$ cat src/rtl/tcm_bus_ctrl.sv
// Purpose: valid/ready front end for a single-port TCM with in-order responses
//          and a 2-entry response buffer.
// Latency: one cycle from request accept to rsp_valid_o. When the buffer is
//          empty the response bypasses it; otherwise it is queued behind it.
// Backpressure: req_ready_o is low while two responses are outstanding. It is
//          computed from registered state only, so it has no path from rsp_ready_i.
//
// Ports:
//   clk_i, rst_i                      clock, synchronous active-high reset
//   req_valid_i/req_ready_o           request handshake
//   req_addr_i/req_we_i/req_be_i/req_wdata_i   request address, write enable,
//                                     byte enables and write data
//   rsp_valid_o/rsp_ready_i           response handshake
//   rsp_rdata_o/rsp_err_o             response read data and error flag
//   tcm_en_o/tcm_we_o/tcm_addr_o/tcm_be_o/tcm_wdata_o   TCM command port
//   tcm_rdata_i                       TCM read data, valid one cycle after a read enable
//
// Optional feature macro: TCM_MISALIGN_CHK_EN. When it is defined, a request
// whose address is not word aligned is accepted but not issued to the TCM. Its
// response has err=1 and rdata=0.

// Small generic synchronous FIFO: registered head, power-of-two DEPTH.
// Latency: a push is visible at the head on the next cycle.
// Backpressure: none internally; the caller must not push when full without popping.
module tcm_bus_ctrl_fifo #(
  parameter int WIDTH = 33,
  parameter int DEPTH = 2
) (
  input  logic                         clk_i,
  input  logic                         rst_i,
  input  logic                         push_vld,
  input  logic [WIDTH-1:0]             push_dat,
  input  logic                         pop_vld,
  output logic [WIDTH-1:0]             head_dat,
  output logic [$clog2(DEPTH+1)-1:0]   count
);

  localparam int PW = (DEPTH > 1) ? $clog2(DEPTH) : 1;

  logic [WIDTH-1:0] mem [DEPTH];
  logic [PW-1:0]    wr_ptr;
  logic [PW-1:0]    rd_ptr;

  // Pointers wrap naturally because DEPTH is a power of two.
  always_ff @(posedge clk_i) begin
    if (rst_i) begin
      wr_ptr <= '0;
      rd_ptr <= '0;
      count  <= '0;
    end else begin
      if (push_vld) begin
        mem[wr_ptr] <= push_dat;
        wr_ptr      <= wr_ptr + 1'b1;
      end
      if (pop_vld) begin
        rd_ptr <= rd_ptr + 1'b1;
      end
      case ({push_vld, pop_vld})
        2'b10:   count <= count + 1'b1;
        2'b01:   count <= count - 1'b1;
        default: count <= count;
      endcase
    end
  end

  assign head_dat = mem[rd_ptr];

endmodule

module tcm_bus_ctrl #(
  parameter int DATA_WIDTH = 32,
  parameter int ADDR_WIDTH = 15
) (
  input  logic                      clk_i,
  input  logic                      rst_i,
  // request channel
  input  logic                      req_valid_i,
  output logic                      req_ready_o,
  input  logic [ADDR_WIDTH-1:0]     req_addr_i,
  input  logic                      req_we_i,
  input  logic [DATA_WIDTH/8-1:0]   req_be_i,
  input  logic [DATA_WIDTH-1:0]     req_wdata_i,
  // response channel
  output logic                      rsp_valid_o,
  input  logic                      rsp_ready_i,
  output logic [DATA_WIDTH-1:0]     rsp_rdata_o,
  output logic                      rsp_err_o,
  // TCM command port
  output logic                      tcm_en_o,
  output logic                      tcm_we_o,
  output logic [ADDR_WIDTH-1:0]     tcm_addr_o,
  output logic [DATA_WIDTH/8-1:0]   tcm_be_o,
  output logic [DATA_WIDTH-1:0]     tcm_wdata_o,
  input  logic [DATA_WIDTH-1:0]     tcm_rdata_i
);

  typedef struct packed {
    logic                  err;
    logic [DATA_WIDTH-1:0] rdata;
  } rsp_t;

  logic       accept;
  logic       misalign;

  // In-flight stage: the request accepted on the previous cycle.
  logic       inflight_q;
  logic       inflight_rd_q;
  logic       inflight_err_q;

  rsp_t       inflight_dat;
  rsp_t       fifo_head;
  rsp_t       rsp_cur;
  logic [1:0] fifo_cnt;
  logic       fifo_empty;
  logic       fifo_push;
  logic       fifo_pop;

`ifdef TCM_MISALIGN_CHK_EN
  assign misalign = (req_addr_i[1:0] != 2'b00);
`else
  // Without the check the low address bits pass straight to the TCM. Because
  // misalign is constant 0, every error bit below is structurally 0.
  assign misalign = 1'b0;
`endif

  // Credit check: at most two responses outstanding (in flight plus buffered).
  assign req_ready_o = ({1'b0, fifo_cnt} + {2'b00, inflight_q}) < 3'd2;
  assign accept      = req_valid_i & req_ready_o;

  // The TCM command is issued in the accept cycle, straight from the request.
  assign tcm_en_o    = accept & ~misalign;
  assign tcm_we_o    = req_we_i;
  assign tcm_addr_o  = req_addr_i;
  assign tcm_be_o    = req_be_i;
  assign tcm_wdata_o = req_wdata_i;

  always_ff @(posedge clk_i) begin
    if (rst_i) begin
      inflight_q     <= 1'b0;
      inflight_rd_q  <= 1'b0;
      inflight_err_q <= 1'b0;
    end else begin
      inflight_q     <= accept;
      inflight_rd_q  <= accept & ~req_we_i;
      inflight_err_q <= accept & misalign;
    end
  end

  // TCM read data is valid only in the cycle after the read enable, so it is
  // captured here: it is used for the bypass or written into the FIFO.
  always_comb begin
    inflight_dat.err   = inflight_err_q;
    inflight_dat.rdata = (inflight_rd_q && !inflight_err_q) ? tcm_rdata_i : '0;
  end

  assign fifo_empty = (fifo_cnt == 2'd0);

  // Ordering: the in-flight response bypasses only when nothing is buffered
  // ahead of it. Otherwise it joins the back of the FIFO.
  assign fifo_push = inflight_q & ~(fifo_empty & rsp_ready_i);
  assign fifo_pop  = ~fifo_empty & rsp_ready_i;

  tcm_bus_ctrl_fifo #(
    .WIDTH ($bits(rsp_t)),
    .DEPTH (2)
  ) u_rsp_fifo (
    .clk_i    (clk_i),
    .rst_i    (rst_i),
    .push_vld (fifo_push),
    .push_dat (inflight_dat),
    .pop_vld  (fifo_pop),
    .head_dat (fifo_head),
    .count    (fifo_cnt)
  );

  assign rsp_cur     = fifo_empty ? inflight_dat : fifo_head;
  assign rsp_valid_o = inflight_q | ~fifo_empty;
  // Drive zeros while idle so stale TCM data never leaks onto the bus.
  assign rsp_rdata_o = rsp_valid_o ? rsp_cur.rdata : '0;
  assign rsp_err_o   = rsp_valid_o & rsp_cur.err;

  // The credit check must keep the FIFO from overflowing.
  a_no_overflow : assert property (@(posedge clk_i) disable iff (rst_i)
    (fifo_push && !fifo_pop) |-> (fifo_cnt < 2'd2));

  // A TCM enable is only ever the direct result of an accepted request.
  a_en_needs_accept : assert property (@(posedge clk_i) disable iff (rst_i)
    tcm_en_o |-> accept);

endmodule

$ cat config.mk
export PLATFORM = sky130hd
export DESIGN_NAME = tcm_bus_ctrl
export DESIGN_NICKNAME = d
export VERILOG_FILES = /design/src/rtl/tcm_bus_ctrl.sv
export SDC_FILE = /design/constraint.sdc
export NUM_CORES = 1
export LEC_CHECK = 0
export CAP_MARGIN = 40
export CORE_UTILIZATION = 41
export DETAILED_ROUTE_END_ITERATION = 12
export PLACE_DENSITY = 0.84
export SLEW_MARGIN = 10
export SYNTH_ARGS = -nofsm -noshare
export SYNTH_HDL_FRONTEND = slang
export SYNTH_SLANG_ARGS = --single-unit
$ cat constraint.sdc
create_clock -name clk_i -period 4.9 [get_ports clk_i]
set_input_delay 1.225 -clock clk_i [delete_from_list [all_inputs] [get_ports clk_i]]
set_output_delay 1.225 -clock clk_i [all_outputs]
set_load 0.02 [all_outputs]
== Yosys cells after proc, flatten, opt, wreduce, memory -nomap -nowiden ==
Memory sizes are Yosys's and may differ from the RTL's. A register that Yosys moved wholly into a read port is not among the register bits.
Cells that the tools add are included.

* Logic and storage cells: 35
* Bits of input ports: 88
* Output and inout port bits: 88
* Bits in registers: 6
* RAM bits: 64
* Memories kept: 1

{| class="wikitable"
|+ Memory list
! memory !! depth !! width !! read ports !! clocked after memory_dff !! wr ports !! RTL line !! text
|-
| u_rsp_fifo.mem || 2 || 32 || 1 || 1 || 1 || 40 || <nowiki>logic [WIDTH-1:0] mem [DEPTH];</nowiki>
|}

* Add/subtract/negate cells: 5
* Magnitude comparators: 1
* Muxes and demuxes: 9
* Bitwise logic cells: 10
* Eq/ne operators: 2
* Reduce and logical (&&, ||, !) cells: 2

{| class="wikitable"
|+ Operators by type and width
! kind !! number
|-
| 32-bit two-way mux || 2
|-
| 33-bit two-way mux || 1
|-
| 1-bit AND || 6
|-
| 1-bit two-way mux || 5
|-
| 2-bit one-hot mux with 2 select lines || 1
|-
| 2-bit by 1-bit adder with 3-bit output || 1
|-
| 3-bit by 2-bit < comparator with 1-bit output (second input constant) || 1
|-
| 1-bit inverter || 3
|-
| 1-bit adder (second input constant) || 2
|-
| 2-bit by 1-bit adder with 2-bit output (second input constant) || 1
|-
| 2-bit by 1-bit == test with 1-bit output (second input constant) || 1
|-
| 2-bit == test (second input constant) || 1
|-
| 2-bit logical NOT || 1
|-
| 2-bit nonzero test || 1
|-
| 2-bit by 1-bit subtractor with 2-bit output (second input constant) || 1
|-
| 1-bit bitwise OR || 1
|}

== Depth between registers and ports, before layout ==
* Word-level depth: 7
* Mapped depth: 7

== By module ==
Synthesis repeated with hierarchy kept, for this count alone.

* Cells, all modules: 340
* Area, all modules: 3896.2 um^2

{| class="wikitable"
|+ By module, submodules not included
! module !! cells an instance !! times used !! seq. area each (um^2) !! area an instance (um^2)
|-
| tcm_bus_ctrl_fifo || 123 || 1 || 2082.0 || 2573.7
|-
| tcm_bus_ctrl || 217 || 1 || 40.0 || 1322.5
|}

== Worst setup path before layout ==
Ideal clock, no wire load.

* Path kind: input-to-reg
* Start: input rst_i
* End: memory u_rsp_fifo.mem[1][0] (netlist name) (enable)
* Library setup time: 0.468 ns
* Stages on the path: 2
* Path slack: 0.588 ns
* Buffers on the path: 1
* Data arrival time: 3.844 ns
* Cell sequence: buf_1 -> nor3b_1

* Word-level cells in the longest chain between the ends: 2

{| class="wikitable"
|+ Ends and longest elaborated chain
! item !! RTL line !! text
|-
| start: declaration || 75 || <nowiki>input logic rst_i,</nowiki>
|-
| 1-bit two-way mux || 46 || <nowiki>if (rst_i) begin</nowiki>
|-
| 1-bit two-way mux (not written as such) || 52 || <nowiki>mem[wr_ptr] <= push_dat;</nowiki>
|-
| end: declaration || 40 ||
|}

No other way between the ends.

==> out/qor.yml <==
logic_synthesis:
  syn_nets: 386
  yosys_warnings: 0
  synthDistinctLibCells: 26
  synth_area_mm2: 0.00355
  yosysSeqAreaShare_pct: 58.0
  synth_top_area_cell: "edfxtp_1"
  ys_ff_latch: 71
  syn_avg_cell_area_um2: 12.0
  synth_top_area_share_pct: 54.1
  syn_inst: 297
  yosys-top-cells-area: "edfxtp_1, buf_4, mux2i_1"
global_route:
  grt_max_degree: 49
  grt_usage_pct: 15.3
  grt_pass1_wl_mm: 10.2
  grt_pass1_vias: 2102
  antenna_found_initial: 0
  overflow: 0
floorplan:
  pin_count: 176
  die-area_mm2: 0.00905
  start_util_pct: 42.8
  rows: 33
  dieHeight_um: 95.1
  die_w_um: 95.1
  coreArea_mm2: 0.00830
routing:
  vias: 2150
  dr.pass1.iters: 4
  vias_per_cell: 5.05
  ant_nets: 0
  routed_wl_mm: 6.53
  drc: 0
  wl_per_cell_um: 15.3
  drt_iter0_markers: 94
timing:
  slew_viol_final: 0
  hold_viol_final: 0
  rsz0062_at_grt: "false"
  fmax_mhz: 255
  period_needed_ns: 3.93
  setup_tns_ns: 0
  finalSetupViolCount: 0
  finalCritPeriodShare_pct: 80.1
  layout_setup_ws_ns: 0.975
  fin_skew_ns: 0.00745
place:
  dp_hpwl_mm: 4.32
  pre_cts_slack_ns: 0.968
  port-buffer-count: 72
  gp_congestion: 0.644
clocking:
  htree_levels: 3
  clk_pin_slew_ns: 0.07
  cts_setup_buffers: 0
  clock-sinks: 71
  cts_resized: 0
  hold_buffers: 0
  clockRootBuffer: "clkbuf_8"
  cts_buffers: 9
  cts_tree: "built"
  clk_path_buf_depth: 2
  clock_latency_ns: 0.33
flow_run:
  drv_cap: 0
power:
  p_leak_nw: 1.38
  p_total_mw: 1.84
  ir_worst_vdd_v: 0.000238
  power.switching_uw: 608
  power_density_mw_per_mm2: 437
  p_int_mw: 1.23
  p_clk_share_pct: 22.2
  pwr-share-seq_pct: 39.8
  switching_share_pct: 33.1
  p_comb_share_pct: 38.1
finish:
  fin_nets: 405
  drive_above_1_share_pct: 8.10
  filler_cell_count: 734
  antenna_cells: 0
  areaGrowthSynthToFinish_pct: 18.2
  ff_latch_area_mm2: 0.00206
  multi_input_area_mm2: 0.00101
worst_hold_path:
  min_path_type: "flop to flop"
setup_path:
  criticalPathCategory: "primary input to output port"
  r2r_setup_slack_ns: 2.74
  end_kind: "output port"
  critical_path.startpoint_type: "primary input"
  worstPathMaxFanout: 3
  crit_arrival_ns: 2.70
  crit_required_ns: 3.67
run_status:
  status: "completed"
==> Yosys cell counts <==
cell	count
nor2_1	5
inv_1	2
nand2_1	1
a21bo_4	1
or3_1	2
mux2_4	1
xor2_1	2
a21oi_1	2
and2_1	32
ha_1	1
edfxtp_1	64
nor3b_1	1
xnor2_1	1
nand3_1	32
buf_6	1
buf_4	53
buf_1	2
dfxtp_1	7
mux2i_1	32
nor2b_1	1
conb_1	1
nor3_1	2
clkbuf_1	9
nor2_2	1
o21ai_0	34
buf_2	7
==> flip-flops by register name (all words and copies together), names as in the netlist, named ones only <==
register	flops
u_rsp_fifo.mem	64
u_rsp_fifo.count	2
u_rsp_fifo.wr_ptr	1
u_rsp_fifo.rd_ptr	1
inflight_rd_q	1
inflight_q	1
==> per-stage QoR <==
step                      cells  hold WS, ns  area (um^2)  util [%]
after floorplan             297        0.472         3550         -
after global placement      407        0.486         3980      47.9
after detailed placement    409        0.509         4020      48.4
after CTS                   425        0.527         4190      50.4
after global routing        426        0.573         4200      50.6
final                       426        0.523         4200      50.6
==> logic make-up after synthesis <==
family                   count (synthesis)  share of synthesized area [%]
AND/OR/NAND/NOR                         77                           12.0
buffers and inverters                   74                           13.9
flip-flops                              71                           58.0
AO/OA/AOI/OAI                           37                           5.53
multiplexers                            33                           9.43
XOR/XNOR                                 3                          0.739
adder cells (fa/ha/maj)                  1                          0.352
other                                    1                          0.105
==> worst paths after layout <==
path	start	end	cells past startpoint
worst max-delay path	tcm_rdata_i[2]	rsp_rdata_o[2]	5
worst min register to register	u_rsp_fifo.rd_ptr	u_rsp_fifo.rd_ptr	2
worst max register to register	inflight_q	u_rsp_fifo.mem[1][7]	4
worst min-delay path	u_rsp_fifo.rd_ptr	u_rsp_fifo.rd_ptr	2
==> cell usage in the layout, fill, tap and decap left out <==
master | Yosys | layout
clkbuf_8 | 0 | 11
xnor2_1 | 1 | 1
dfxtp_2 | 0 | 1
nor2_1 | 5 | 5
edfxtp_1 | 64 | 64
nor3_2 | 0 | 1
and2_1 | 32 | 32
xor2_1 | 2 | 2
inv_1 | 2 | 2
buf_4 | 53 | 5
nor3_1 | 2 | 1
nor2b_1 | 1 | 1
buf_8 | 0 | 1
or3_1 | 2 | 2
a21oi_1 | 2 | 2
clkdlybuf4s50_1 | 0 | 72
nand2_1 | 1 | 1
nor3b_2 | 0 | 1
mux2i_1 | 32 | 32
clkinv_2 | 0 | 1
a21bo_4 | 1 | 1
ha_1 | 1 | 1
nand3_1 | 32 | 32
buf_12 | 0 | 2
o21ai_0 | 34 | 34
clkbuf_1 | 9 | 4
dfxtp_1 | 7 | 6
mux2_4 | 1 | 1
nor2_4 | 0 | 1
conb_1 | 1 | 1
==> routing by layer <==
metal,vias to the layer above,global-route usage [%],share of wire [%]
met5,-,0,0
met4,0,9.09,3.3
met3,31,4.94,6.0
met2,78,25.8,50
met1,1007,16.7,40
li1,1034,-,-
==> critical path, stage by stage <==
cell             delay [ns]
clkdlybuf4s50_1        0.47
and2_1                 0.17
nand3_1                0.09
o21ai_0                0.12
clkdlybuf4s50_1        0.64
==> power by group through the flow <==
stage | clock network, mW | logic [mW] | registers (mW)
floorplan | 0 | 0.491 | 0.720
global placement | 0 | 0.634 | 0.769
detailed placement | 0 | 0.698 | 0.749
CTS | 0.423 | 0.701 | 0.736
global route | 0.446 | 0.754 | 0.735
finish | 0.407 | 0.699 | 0.731
==> cell type report <==
class	instances	share of cell area (%)
Inverter	2	0.179
Clock inverter	1	0.119
Sequential cell	71	49.1
Tap cell	105	3.13
Timing Repair Buffer	80	19.4
Clock buffer	15	3.96
Multi-Input combinational cell	152	24.2
Note: power is estimated with default switching activity, not from simulation.
